===== config.mk =====
export PLATFORM = sky130hd
export DESIGN_NAME = bcd_time_counter
export DESIGN_NICKNAME = d
export VERILOG_FILES = /design/src/rtl/led_pkg.sv /design/src/rtl/bcd_digit.sv /design/src/rtl/bcd_time_counter.sv
export SDC_FILE = /design/constraint.sdc
export NUM_CORES = 1
export LEC_CHECK = 0
export ABC_AREA = 1
export CAP_MARGIN = 20
export CORE_ASPECT_RATIO = 2
export CORE_UTILIZATION = 47
export DETAILED_ROUTE_END_ITERATION = 10
export PLACE_DENSITY = 0.86
export SETUP_SLACK_MARGIN = 0.5
export SLEW_MARGIN = 20
export SYNTH_ARGS = -nofsm -noshare
export SYNTH_HDL_FRONTEND = slang
export SYNTH_SLANG_ARGS = --single-unit

===== constraint.sdc =====
create_clock -name clk -period 2.15 [get_ports clk]
set_clock_uncertainty 0.2 [all_clocks]
set_input_delay 0.215 -clock clk [delete_from_list [all_inputs] [get_ports clk]]
set_output_delay 0.215 -clock clk [all_outputs]
set_load 0.1 [all_outputs]

===== src/rtl/led_pkg.sv =====
// led_pkg: shared types and digit limits for the LED display path.
// Used by bcd_time_counter and its bcd_digit sub-module.
package led_pkg;

    typedef enum logic [1:0] {
        IDLE  = 2'd0,
        RUN   = 2'd1,
        PAUSE = 2'd2
    } state_t;

    typedef logic [3:0] bcd_t;

    localparam bcd_t SEC_ONES_MAX = 4'd9;
    localparam bcd_t SEC_TENS_MAX = 4'd5;

    function automatic bcd_t fix_digit(input bcd_t d, input bcd_t lim);
        return (d > lim) ? 4'd0 : d;
    endfunction

endpackage


===== src/rtl/bcd_digit.sv =====
// bcd_digit: one BCD digit that rolls over at LIMIT, with load and clear.
// carry/borrow are combinational so a chain advances in a single cycle.
module bcd_digit
    import led_pkg::*;
#(
    parameter bcd_t LIMIT = SEC_ONES_MAX
) (
    input  logic clk,
    input  logic rst,
    input  logic inc,
    input  logic dec,
    input  logic load,
    input  bcd_t load_val,
    input  logic clr,
    output bcd_t value,
    output logic carry,
    output logic borrow
);

    assign carry  = inc && (value == LIMIT);
    assign borrow = dec && (value == 4'd0);

    always_ff @(posedge clk) begin
        if (rst) begin
            value <= 4'd0;
        end else if (clr) begin
            value <= 4'd0;
        end else if (load) begin
            value <= fix_digit(load_val, LIMIT);
        end else if (inc) begin
            value <= carry ? 4'd0 : value + 4'd1;
        end else if (dec) begin
            value <= borrow ? LIMIT : value - 4'd1;
        end
    end

endmodule


===== src/rtl/bcd_time_counter.sv =====
// bcd_time_counter: MM:SS BCD counter with start/stop/clear/load control.
// Define TIME_CNT_DOWN_EN to add the dir input, done pulse and down counting.
module bcd_time_counter
    import led_pkg::*;
#(
    parameter int MAX_MIN = 59
) (
    input  logic        clk,
    input  logic        rst,
    input  logic        tick,
    input  logic        start,
    input  logic        stop,
    input  logic        clear,
    input  logic        load,
    input  logic [15:0] load_value,
`ifdef TIME_CNT_DOWN_EN
    input  logic        dir,
    output logic        done,
`endif
    output logic [15:0] digits,
    output logic        running,
    output logic        wrap
);

    localparam bcd_t MAX_T = bcd_t'(MAX_MIN / 10);
    localparam bcd_t MAX_O = bcd_t'(MAX_MIN % 10);
    // Below 10 minutes the ones digit itself is the minutes limit.
    localparam bcd_t MO_LIM = (MAX_MIN >= 10) ? SEC_ONES_MAX : MAX_O;

    state_t state, next_state;

    bcd_t so, st, mo, mt;
    bcd_t ld_so, ld_st, ld_mo, ld_mt;
    logic so_c, so_b, st_c, st_b, mo_c, mo_b, mt_c, mt_b;
    logic count, count_up, count_dn;
    logic at_max, at_zero, at_one;
    logic wrap_now, done_now, clr_all;
    logic unused_flags;

    assign at_max  = ({mt, mo} == {MAX_T, MAX_O})
                  && (st == SEC_TENS_MAX)
                  && (so == SEC_ONES_MAX);
    assign at_zero = ({mt, mo, st, so} == 16'h0000);
    assign at_one  = ({mt, mo, st, so} == 16'h0001);

    // Only a tick in RUN with no higher-priority control is counted.
    assign count = (state == RUN) && tick && !clear && !load && !stop;

`ifdef TIME_CNT_DOWN_EN
    assign count_up = count && !dir;
    assign count_dn = count && dir;
    assign done_now = count_dn && (at_zero || at_one);
`else
    assign count_up = count;
    assign count_dn = 1'b0;
    assign done_now = 1'b0;
`endif

    assign wrap_now = count_up && at_max;
    assign clr_all  = clear || wrap_now;

    always_comb begin
        ld_so = fix_digit(load_value[3:0], SEC_ONES_MAX);
        ld_st = fix_digit(load_value[7:4], SEC_TENS_MAX);
        ld_mo = fix_digit(load_value[11:8], SEC_ONES_MAX);
        ld_mt = fix_digit(load_value[15:12], SEC_ONES_MAX);
        if ({ld_mt, ld_mo} > {MAX_T, MAX_O}) begin
            ld_mt = 4'd0;
            ld_mo = 4'd0;
        end
    end

    always_comb begin
        next_state = state;
        if (clear) begin
            next_state = IDLE;
        end else if (load) begin
            next_state = state;
        end else if (stop) begin
            if (state == RUN) next_state = PAUSE;
        end else if (start) begin
            if (state != RUN) next_state = RUN;
        end else if (done_now) begin
            next_state = IDLE;
        end
    end

    always_ff @(posedge clk) begin
        if (rst) begin
            state   <= IDLE;
            running <= 1'b0;
            wrap    <= 1'b0;
        end else begin
            state   <= next_state;
            running <= (next_state == RUN);
            wrap    <= wrap_now;
        end
    end

`ifdef TIME_CNT_DOWN_EN
    always_ff @(posedge clk) begin
        if (rst) done <= 1'b0;
        else     done <= done_now;
    end
`endif

    bcd_digit #(.LIMIT(SEC_ONES_MAX)) u_so (
        .clk(clk), .rst(rst),
        .inc(count_up && !at_max), .dec(count_dn && !at_zero),
        .load(load), .load_val(ld_so), .clr(clr_all),
        .value(so), .carry(so_c), .borrow(so_b)
    );

    bcd_digit #(.LIMIT(SEC_TENS_MAX)) u_st (
        .clk(clk), .rst(rst),
        .inc(so_c), .dec(so_b),
        .load(load), .load_val(ld_st), .clr(clr_all),
        .value(st), .carry(st_c), .borrow(st_b)
    );

    bcd_digit #(.LIMIT(MO_LIM)) u_mo (
        .clk(clk), .rst(rst),
        .inc(st_c), .dec(st_b),
        .load(load), .load_val(ld_mo), .clr(clr_all),
        .value(mo), .carry(mo_c), .borrow(mo_b)
    );

    bcd_digit #(.LIMIT(MAX_T)) u_mt (
        .clk(clk), .rst(rst),
        .inc(mo_c), .dec(mo_b),
        .load(load), .load_val(ld_mt), .clr(clr_all),
        .value(mt), .carry(mt_c), .borrow(mt_b)
    );

    // The top digit never rolls: MAX_MIN:59 clears the whole chain first.
    assign unused_flags = mt_c ^ mt_b;

    assign digits = {mt, mo, st, so};

endmodule


==> impl_metrics.toml <==
[clocking]
numCtsBuffers = 3
clock_latency_ns = 0.26
cts_tree = "built"
path_clk_slew_ns = 0.08
max-clock-path-buffers = 2
cts_root_buffer = "clkbuf_8"
cts_htree_levels = 1
post_cts_hold_buffer_count = 0
clkSinkCount = 20

[sta]
worst_hold_slack_ns = 0.294
fin_tns_setup_ns = 0
max_freq_mhz = 572
setup_viol = 0
slew_headroom_pct = 72.7
tightest_slew_ns = 0.407
grt_setup_unrepaired = "yes"
min_period_ns = 1.75
period_share_pct = 81.4
finalHoldViolCount = 0
slew_viol_final = 0
setup_slack_ns = 0.401

[layout]
finish.utilization_pct = 81.5
mostFrequentLayoutCell = "buf_4"
multiInputGateArea_mm2 = 0.00110
nets = 285
n_antenna_cell = 0
fill_cells = 168
layout_common_cells = "buf_4, nor2_1, nand3_1"
syn_to_final_growth_pct = 63.8
seqCellArea_um2 = 458
drive_gt1_share_pct = 40.7

[synth]
synth_area_mm2 = 0.00138
synth_cells = 198
async_flop_share_pct = 0
syn_avg_cell_area_um2 = 6.96
ys_warn_count = 0
synth-seq-area-share_pct = 29.0
synthesis.nets = 229
synth.distinct_cells = 32
ys_ff_latch = 20
synth_edf_count = 0
ys.flop_type = "dfxtp_1"

[worst_setup_path]
critical_path_arrival_ns = 1.69
cp-end-kind = "flip-flop"
crit_fanout = 6
critical_path_class = "reg -> reg"
crit_path_start_kind = "flip-flop"
required_ns = 2.09

[grt]
grt_use_total_pct = 28.8
grt_pass1_vias = 1508
grt_pass1_wl_mm = 6.43
grt_max_degree = 16
grt_overflow = 0
antenna_found_initial = 0

[power]
power_leakage_nw = 0.999
finalPower_mw = 1.01
vdd_drop_max_uv = 442
p_per_area_mw_per_mm2 = 449

[die]
core_mm2 = 0.00277
start_util_pct = 49.8
die_y_um = 78.6
num_rows = 27
ios = 41
die-area_mm2 = 0.00317
die_w_um = 40.3

[detailed_routing]
postRouteAntennaNets = 0
wl_mm = 4.70
viasPerCell = 5.77
wire_per_inst_um = 16.7
drc = 0
first_iter_violations = 70
vias = 1626
dr.pass1.iters = 4

[place]
portBuffers = 40
dpl_worst_slack_ns = 0.218
dp_hpwl_mm = 2.94
place_congestion = 0.795

[outcome]
status = "finished, final reports clean"

[min_path]
min_path_type = "reg -> reg"

[run]
max-cap-violations = 0
layer usage:
metal	GRT usage, %	part of all wire, %
met1	25.7	32
met2	51.9	59
met3	3.95	4.1
met4	20.3	4.5
met5	0	0
report_power, final:
group	total, mW	internal (mW)	leakage (nW)	switching [mW]
clock	0.378	0.248	0.0357	0.130
combinational	0.256	0.0949	0.789	0.161
sequential	0.380	0.366	0.174	0.0141
critical path, stage by stage, from the launching register on:
cell	delay [ns]
dfxtp_4	0.36
inv_4	0.06
ha_4	0.13
nand3_4	0.07
nor2_4	0.23
nand2_4	0.13
inv_4	0.08
nand2_4	0.07
nand2_8	0.09
buf_8	0.14
a21oi_1	0.06
metrics by stage:
stage          instances  instance area (µm²)
6_report             282                 2260
5_1_grt              282                 2260
4_1_cts              277                 2120
3_5_place_dp         266                 1930
3_3_place_gp         266                 1930
2_1_floorplan        198                 1550
state kept, by name, indices dropped and copies added (netlist names):
name        flops
u_mo.value      4
u_mt.value      4
u_so.value      4
u_st.value      4
state           2
running         1
wrap            1
layout make-up:
type / instances / share of cell area [%]
Clock inverter: 1 / 1.33
Tap cell: 29 / 1.61
Multi-Input combinational cell: 147 / 48.5
Clock buffer: 3 / 1.83
Inverter: 28 / 5.65
Timing Repair Buffer: 54 / 20.8
Sequential cell: 20 / 20.3
final timing paths:
check                                   start  cells past startpoint             to  slack, ns
worst max register to register  u_st.value[1]                     10  u_mt.value[1]       0.40
worst min register to register  u_so.value[1]                      2  u_so.value[1]       0.29
worst min-delay path            u_so.value[1]                      2  u_so.value[1]       0.29
worst max-delay path            u_st.value[1]                     10  u_mt.value[1]       0.40
synth_stat cells (2+ instances only):
cell | number | area, µm²
nor2_1 | 27 | 101
dfxtp_1 | 20 | 400
nand3_1 | 27 | 135
o21ai_1 | 5 | 25.0
nand2_2 | 3 | 18.8
inv_2 | 3 | 11.3
xnor2_1 | 3 | 26.3
nor3_1 | 2 | 10.0
nand3_2 | 2 | 20.0
nand2_1 | 25 | 93.8
nand4_1 | 6 | 37.5
nand2_4 | 3 | 33.8
ha_1 | 8 | 100
o21ai_0 | 10 | 50.1
xor2_1 | 4 | 35.0
inv_1 | 23 | 86.3
a21oi_1 | 12 | 60.1
cell families (layout without fill, tap and decap cells):
kind of cell / Yosys count / count (layout) / synth area share [%]
and+or+nand+nor: 100 / 100 / 37.1
AOI/OAI and AO/OA: 32 / 32 / 12.5
buffers and inverters: 31 / 86 / 9.62
DFF: 20 / 20 / 29.0
adders and majority gates: 8 / 8 / 7.26
xor gates and xnor gates: 7 / 7 / 4.45
timing repair:
action                                 CTS  global route
setup endpoints to repair               13            16
setup buffers                            7             5
pin swaps                                5            14
endpoints found under the hold margin    0             0
gates resized for setup                 19            24
No activity file was read; power rests on OpenSTA's default activity.
